===== src/rtl/mux8_rr_arbiter.sv =====
// Round-robin arbiter steering one of eight requesters onto a shared 8:1 data mux.
// Each grant carries up to HOLD_MAX accepted beats; one ARB bubble separates grants.
module mux8_rr_arbiter #(
  parameter int unsigned HOLD_MAX = 4
) (
  input  logic       clk,
  input  logic       rst_n,
  input  logic [7:0] req,
  input  logic [7:0] data_in,
  input  logic       out_ready,
  output logic [2:0] sel,
  output logic [7:0] grant,
  output logic       out_valid,
  output logic       out_data,
  output logic [2:0] out_src,
  output logic       busy
);

  typedef enum logic [1:0] {IDLE, ARB, XFER} state_t;

  state_t     r_state, w_next;
  logic [2:0] r_ptr, r_sel, r_src, w_win;
  logic [3:0] r_cnt;
  logic [7:0] r_grant;
  logic       w_any, w_accept, w_last, w_exit;

  assign w_any     = |req;
  assign out_valid = (r_state == XFER) && req[r_sel];
  assign out_data  = data_in[r_sel];
  assign w_accept  = out_valid && out_ready;
  assign w_last    = w_accept && (r_cnt == 4'(HOLD_MAX - 1));
  assign w_exit    = (r_state == XFER) && (!req[r_sel] || w_last);

  assign sel   = r_sel;
  assign out_src = r_src;
  assign grant = r_grant;
  assign busy  = (r_state != IDLE);

  // Scan from the far end back to ptr so the nearest set bit (ptr first) wins.
  always_comb begin
    logic [2:0] idx;
    w_win = 3'd0;
    idx   = 3'd0;
    for (int k = 7; k >= 0; k--) begin
      idx = r_ptr + 3'(k);
      if (req[idx]) w_win = idx;
    end
  end

  always_comb begin
    w_next = r_state;
    case (r_state)
      IDLE:    if (w_any) w_next = ARB;
      ARB:     w_next = w_any ? XFER : IDLE;
      XFER:    if (w_exit) w_next = w_any ? ARB : IDLE;
      default: w_next = IDLE;
    endcase
  end

  always_ff @(posedge clk or negedge rst_n) begin
    if (!rst_n) r_state <= IDLE;
    else        r_state <= w_next;
  end

  always_ff @(posedge clk or negedge rst_n) begin
    if (!rst_n) begin
      r_ptr   <= 3'd0;
      r_cnt   <= 4'd0;
      r_sel   <= 3'd0;
      r_src   <= 3'd0;
      r_grant <= 8'd0;
    end else begin
      case (r_state)
        ARB: begin
          if (w_any) begin
            r_sel   <= w_win;
            r_src   <= w_win;
            r_grant <= 8'd1 << w_win;
          end
        end
        XFER: begin
          // Backpressure never ends a grant: counter only moves on accepted beats.
          if (w_exit) begin
            r_grant <= 8'd0;
            r_cnt   <= 4'd0;
            r_ptr   <= r_sel + 3'd1;
          end else if (w_accept) begin
            r_cnt <= r_cnt + 4'd1;
          end
        end
        default: ;
      endcase
    end
  end

endmodule

===== config.mk =====
export PLATFORM = sky130hd
export DESIGN_NAME = mux8_rr_arbiter
export DESIGN_NICKNAME = d
export VERILOG_FILES = /design/src/rtl/mux8_rr_arbiter.sv
export SDC_FILE = /design/constraint.sdc
export NUM_CORES = 1
export LEC_CHECK = 0
export ABC_AREA = 0
export CAP_MARGIN = 0
export CORE_MARGIN = 2
export CORE_UTILIZATION = 47
export CTS_CLUSTER_DIAMETER = 50
export CTS_CLUSTER_SIZE = 16
export DETAILED_ROUTE_END_ITERATION = 8
export PLACE_DENSITY = 0.77
export SLEW_MARGIN = 5
export SYNTH_ARGS = -nofsm -noshare
export SYNTH_HDL_FRONTEND = slang
export SYNTH_SLANG_ARGS = --single-unit

===== constraint.sdc =====
create_clock -name clk -period 3 [get_ports clk]
set_input_delay 0.75 -clock clk [delete_from_list [all_inputs] [get_ports clk]]
set_output_delay 0.75 -clock clk [all_outputs]
set_load 0.03 [all_outputs]

# Word-level counts from Yosys, hierarchy flattened
# Index checks and enable logic that the tools add are counted.
# classes
add_sub_neg	9
n_lt_le_gt_ge	9
n_eq_ne	6
shifts	1
muxes	38
n_reduce_logical	16
# ops
cell	count
$lt 3x4->1 const B	9
$bmux 1 s3	10
$mux 3	8
$mux 8	2
$pmux 8 s2	1
$add 3x3->3 const B	4
$mux 1	11
$mux 4	2
$reduce_and 2->1	4
$reduce_or 8->1	1
$shl 1x3->8 const A	1
$add 3x1->3 const B	2
$add 3x2->3 const B	2
$mux 2	3
$ne 2x2->1 const B	3
$pmux 2 s3	1
$reduce_bool 2->1	3
$add 4x1->4 const B	1
$eq 4x2->1 const B	1
$logic_and 1x1->1	4
$reduce_and 3->1	1
$eq 2x1->1 const B	1
$eq 2x2->1 const B	1
$logic_not 2->1	1
other kinds (2)	2
# totals
register_bits	20
inputBits	19
wordCells	84

# Longest topological paths before layout
# depth
depth_word	14
mapped_depth	12

# Least setup slack after synthesis
# Ideal clock, no wire load.
# synth_timing
kind	reg-to-reg
from	reg r_ptr[0]
to	reg r_grant[5], in the netlist grant[5]
setup_ns	0.121
arrival_time_ns	2.873
t_required_ns	2.879
setup_slack_ns	0.006
path_stages_with_launch	13
n_path_buf	3
synth_period_minus_slack_ns	2.994
cell_sequence	dfrtp_1 -> buf_6 -> buf_2 -> inv_1 -> ha_1 -> clkbuf_1 -> mux4_2 -> mux2i_1 -> mux2_2 -> nand3_1 -> o211ai_2 -> nor2_1 -> a22o_1
# synth_via
elab_chain_len	14
elab_cells_between_ends	34
cone_classes	add/sub (7); shift (1); mux (26)
# synth_rtl
item	line_no	rtl
start: declaration	22	logic [2:0] r_ptr, r_sel, r_src, w_win;
start signal: assignment	86	r_ptr <= r_sel + 3'd1;
$add 3x3->3	45	idx = r_ptr + 3'(k);
$bmux 1 s3	46	if (req[idx]) w_win = idx;
$mux 1 (implied by the code)	46	
$mux 3 (7 in a row)	46	
$mux 3 (*)	46	
$shl 1x3->8 (*)	78	r_grant <= 8'd1 << w_win;
$mux 8 (*)	75	if (w_any) begin
$pmux 8 s2 (*)	73	case (r_state)
end signal: assignment	78	
end: declaration	24	logic [7:0] r_grant;
# Every way passes the cells marked *; elsewhere a longest branch is shown, timed or not. The select of a mux whose other input is x is not followed.
# A chain may end at the register's enable or synchronous reset.

# Worst setup path after layout
# layout_timing
from	in req[5]
to	reg r_grant[4], in the netlist grant[4]
# layout_via
elab_chain_len	13
elab_cells_between_ends	39
cone_classes	eq/ne (2); shift (1); mux (28); reduce/logical (8)
# layout_rtl
item	line_no	rtl
start: declaration	8	input logic [7:0] req,
$bmux 1 s3	46	
$mux 1 (implied by the code)	46	
$mux 3 (8 in a row)	46	
$shl 1x3->8	78	
$mux 8	75	
$pmux 8 s2	73	
# Several ways; a longest one is shown, not always the timed one. The select of a mux whose other input is x is not followed.

==> results.sh <==
export IMPL_status="finished, violations left"
export IMPL_violations="setup timing"
export IMPL_synth_common_cells="dfrtp_1 (20), nor2_1 (18), o21ai_0 (13)"
export IMPL_tightest_slew_ns=0.8656
export IMPL_path_cells="clkdlybuf4s50_1 -> buf_6 -> mux4_2 -> mux2_2 -> o21ai_0 -> nand4_1 -> o311a_4 -> nor2b_2 -> a22o_1"
export IMPL_grt_pass1_vias=1723
export IMPL_slew_limit_headroom_pct=42.12
export IMPL_ff2ff_path_depth=9
export IMPL_drv_cap=0
export IMPL_rrSetupSlack_ns=0.17
export IMPL_worstPathBufferInverterCount=2
export IMPL_crit_type="input port to flop"
export IMPL_highest_layer="met4"
export IMPL_slew_violations=0
export IMPL_grt_pass1_wl_um=7672
export IMPL_seq_area_frac_synth_pct=27.80
export IMPL_antenna_cells=0
export IMPL_synth_enable_flop_cells=0
export IMPL_die_x_um=65.90
export IMPL_synth_async_reset_ratio_pct=100.0
export IMPL_gp_congestion=0.8716
export IMPL_drt_initial_drc_count=132
export IMPL_fin_area_mm2=0.002515
export IMPL_area_sequential_um2=500.5
export IMPL_synth_most_common_cell="dfrtp_1"
export IMPL_die_area_mm2=0.004342
export IMPL_port_buffers=35
export IMPL_drive_above_1_share_pct=31.76
export IMPL_fp_dieH_um=65.90
export IMPL_path_clk_slew_ns=0.07
export IMPL_core_mm2=0.003661
export IMPL_cts_htree_levels=1
export IMPL_grt_overflow_total=0
export IMPL_setup_violations=5
export IMPL_vias=1700
export IMPL_dp_hpwl_um=3532
export IMPL_syn_cell_area_mm2=0.001800
export IMPL_clkSinkCount=20
export IMPL_syn_avg_cell_area_um2=10.06
export IMPL_syn_inst=179
export IMPL_fin_skew_ns=0.002093
export IMPL_cp_top_family="multiplexers"
export IMPL_r2r_start="r_ptr[0]$_DFFE_PN0P_"
export IMPL_yosys_top_cells_area="dfrtp_1 (28%), mux4_2 (15%), mux2_2 (5.0%)"
export IMPL_cts_root_buf="clkbuf_8"
export IMPL_synth_seq_cells=20
export IMPL_setup_ws_ns=-0.05927
export IMPL_synth_fp_nets=202
export IMPL_fin_nets=257
export IMPL_drc=0
export IMPL_placed_cell_area_mm2=0.002311
export IMPL_min_to="r_state[0]$_DFFE_PN0P_"
export IMPL_start_util_pct=49.18
export IMPL_critPathCaptureType="flop"
export IMPL_route_final_wire_length_um=4963
export IMPL_multi_input_area_mm2=0.001290
export IMPL_io_pins=36
export IMPL_start_kind="input port"
export IMPL_grt_util_all_layers_pct=23.00
export IMPL_detail_route_wirelength_met1_um=1937
export IMPL_ant_nets=0
export IMPL_hp_start="r_state[0]$_DFFE_PN0P_"
export IMPL_rows=22
export IMPL_period_needed_ns=3.059
export IMPL_clockBufferDepth=2
export IMPL_avgViaCountPerCell=6.050
export IMPL_synth_top_area_share_pct=27.80
export IMPL_synth_cell_types=47
export IMPL_area_delta_synth_final_pct=39.68
export IMPL_cts_hold_buf=0
export IMPL_synth_top_area_cell="dfrtp_1"
export IMPL_max_freq_ghz=0.3269
export IMPL_cts_tree="built"
export IMPL_critPathMaxFanout=6
export IMPL_holdPathStages=1
export IMPL_grt_antenna_before_repair=0
export IMPL_holdCritPathClass="flop to flop"
export IMPL_hold_violations=0
export IMPL_clkLatencyLatePin_ns=0.26
export IMPL_drt_pass1_iterations=4
export IMPL_met2_length_um=2701
export IMPL_cts_made_buffers=3
export IMPL_required_ns=3.15
export IMPL_crit_slowest_cell="mux4_2"
export IMPL_fillers=287
export IMPL_arrival_ns=3.21
export IMPL_ys_warn_count=0
export IMPL_grt_max_degree=21
export IMPL_r2r_end="grant[4]$_DFFE_PN0P_"
export IMPL_critPathMaxStageDelay_ns=0.52
export IMPL_detail_route_wl_per_cell_um=17.66
export IMPL_ys_flop_type="dfrtp_1"
export IMPL_fin_crit_sh_pct=102.0
export IMPL_wl_met3_um=203
cell type report:
type | count | area share [%]
clock buffer | 3 | 1.642
clock inverter | 1 | 1.194
inverter | 7 | 1.045
multi-input combinational | 141 | 51.29
sequential | 20 | 19.90
tap | 48 | 2.388
timing repair buffer | 61 | 22.54
state kept, by name, summed over array words and instances, names as in the netlist:
register	count
r_ptr	3
r_state	2
out_src	3
grant	8
r_cnt	4
worst max-delay path by stage:
stage	end	depth (start not counted)	slack, ns	from
floorplan	grant[5]$_DFFE_PN0P_	12	0.006	r_ptr[0]$_DFFE_PN0P_
global placement	out_valid	5	-0.50	req[1]
detailed placement	out_valid	5	-0.54	req[1]
CTS	grant[7]$_DFFE_PN0P_	10	0.002	req[7]
global route	grant[4]$_DFFE_PN0P_	9	-0.10	req[5]
finish	grant[4]$_DFFE_PN0P_	9	-0.06	req[5]
layout by cell type (no fill, tap or decap), drive strengths merged, types with 4 or more instances in the layout:
cell type      synthesis  final
clkbuf                 3      4
nor2b                  5      5
nand2                 11     11
ha                     4      4
xor2                   6      6
mux2i                 10     10
and2                   4      4
mux2                   8      8
clkdlybuf4s50          0     26
a22o                   7      7
mux4                  12     12
dfrtp                 20     20
nor2                  18     18
o21ai                 13     13
dlymetal6s2s           0      5
a21oi                 10     10
nand3                  5      5
inv                    6      6
buf                    8     27
cell families after synthesis:
group	share of synthesized area, %
flip-flops	27.80
multiplexers	27.17
AO/OA/AOI/OAI	18.14
adder cells (fa/ha/maj)	2.780
AND/OR/NAND/NOR	15.22
XOR/XNOR	3.822
buffers and inverters	5.073
stage by stage:
step	instances	setup TNS (ns)	util (%)	hold WS, ns	setup WS (ns)
global placement	273	-2.271	63.12	0.4451	-0.5024
global route	281	-0.6819	68.69	0.5131	-0.1000
finish	281	-0.1852	68.69	0.4967	-0.05927
CTS	279	0	65.79	0.4955	0.001991
floorplan	179	0	-	0.4233	0.006320
detailed placement	273	-3.279	63.12	0.4622	-0.5399
routing by layer:
metal  up-vias  GRT usage [%]
met4         0          9.375
met2        68          43.18
met1       834          26.61
li1        784              -
met3        14          1.874
met5         -              0
what timing repair did:
item                                    in CTS  in global routing
gates resized for setup                     15                 23
pin swaps                                    1                  8
endpoints found under the setup margin       4                 13
setup buffers                                2                  2
Power is not shown: default switching activity piles up to over one toggle a cycle in this logic, so the estimate is an artifact.
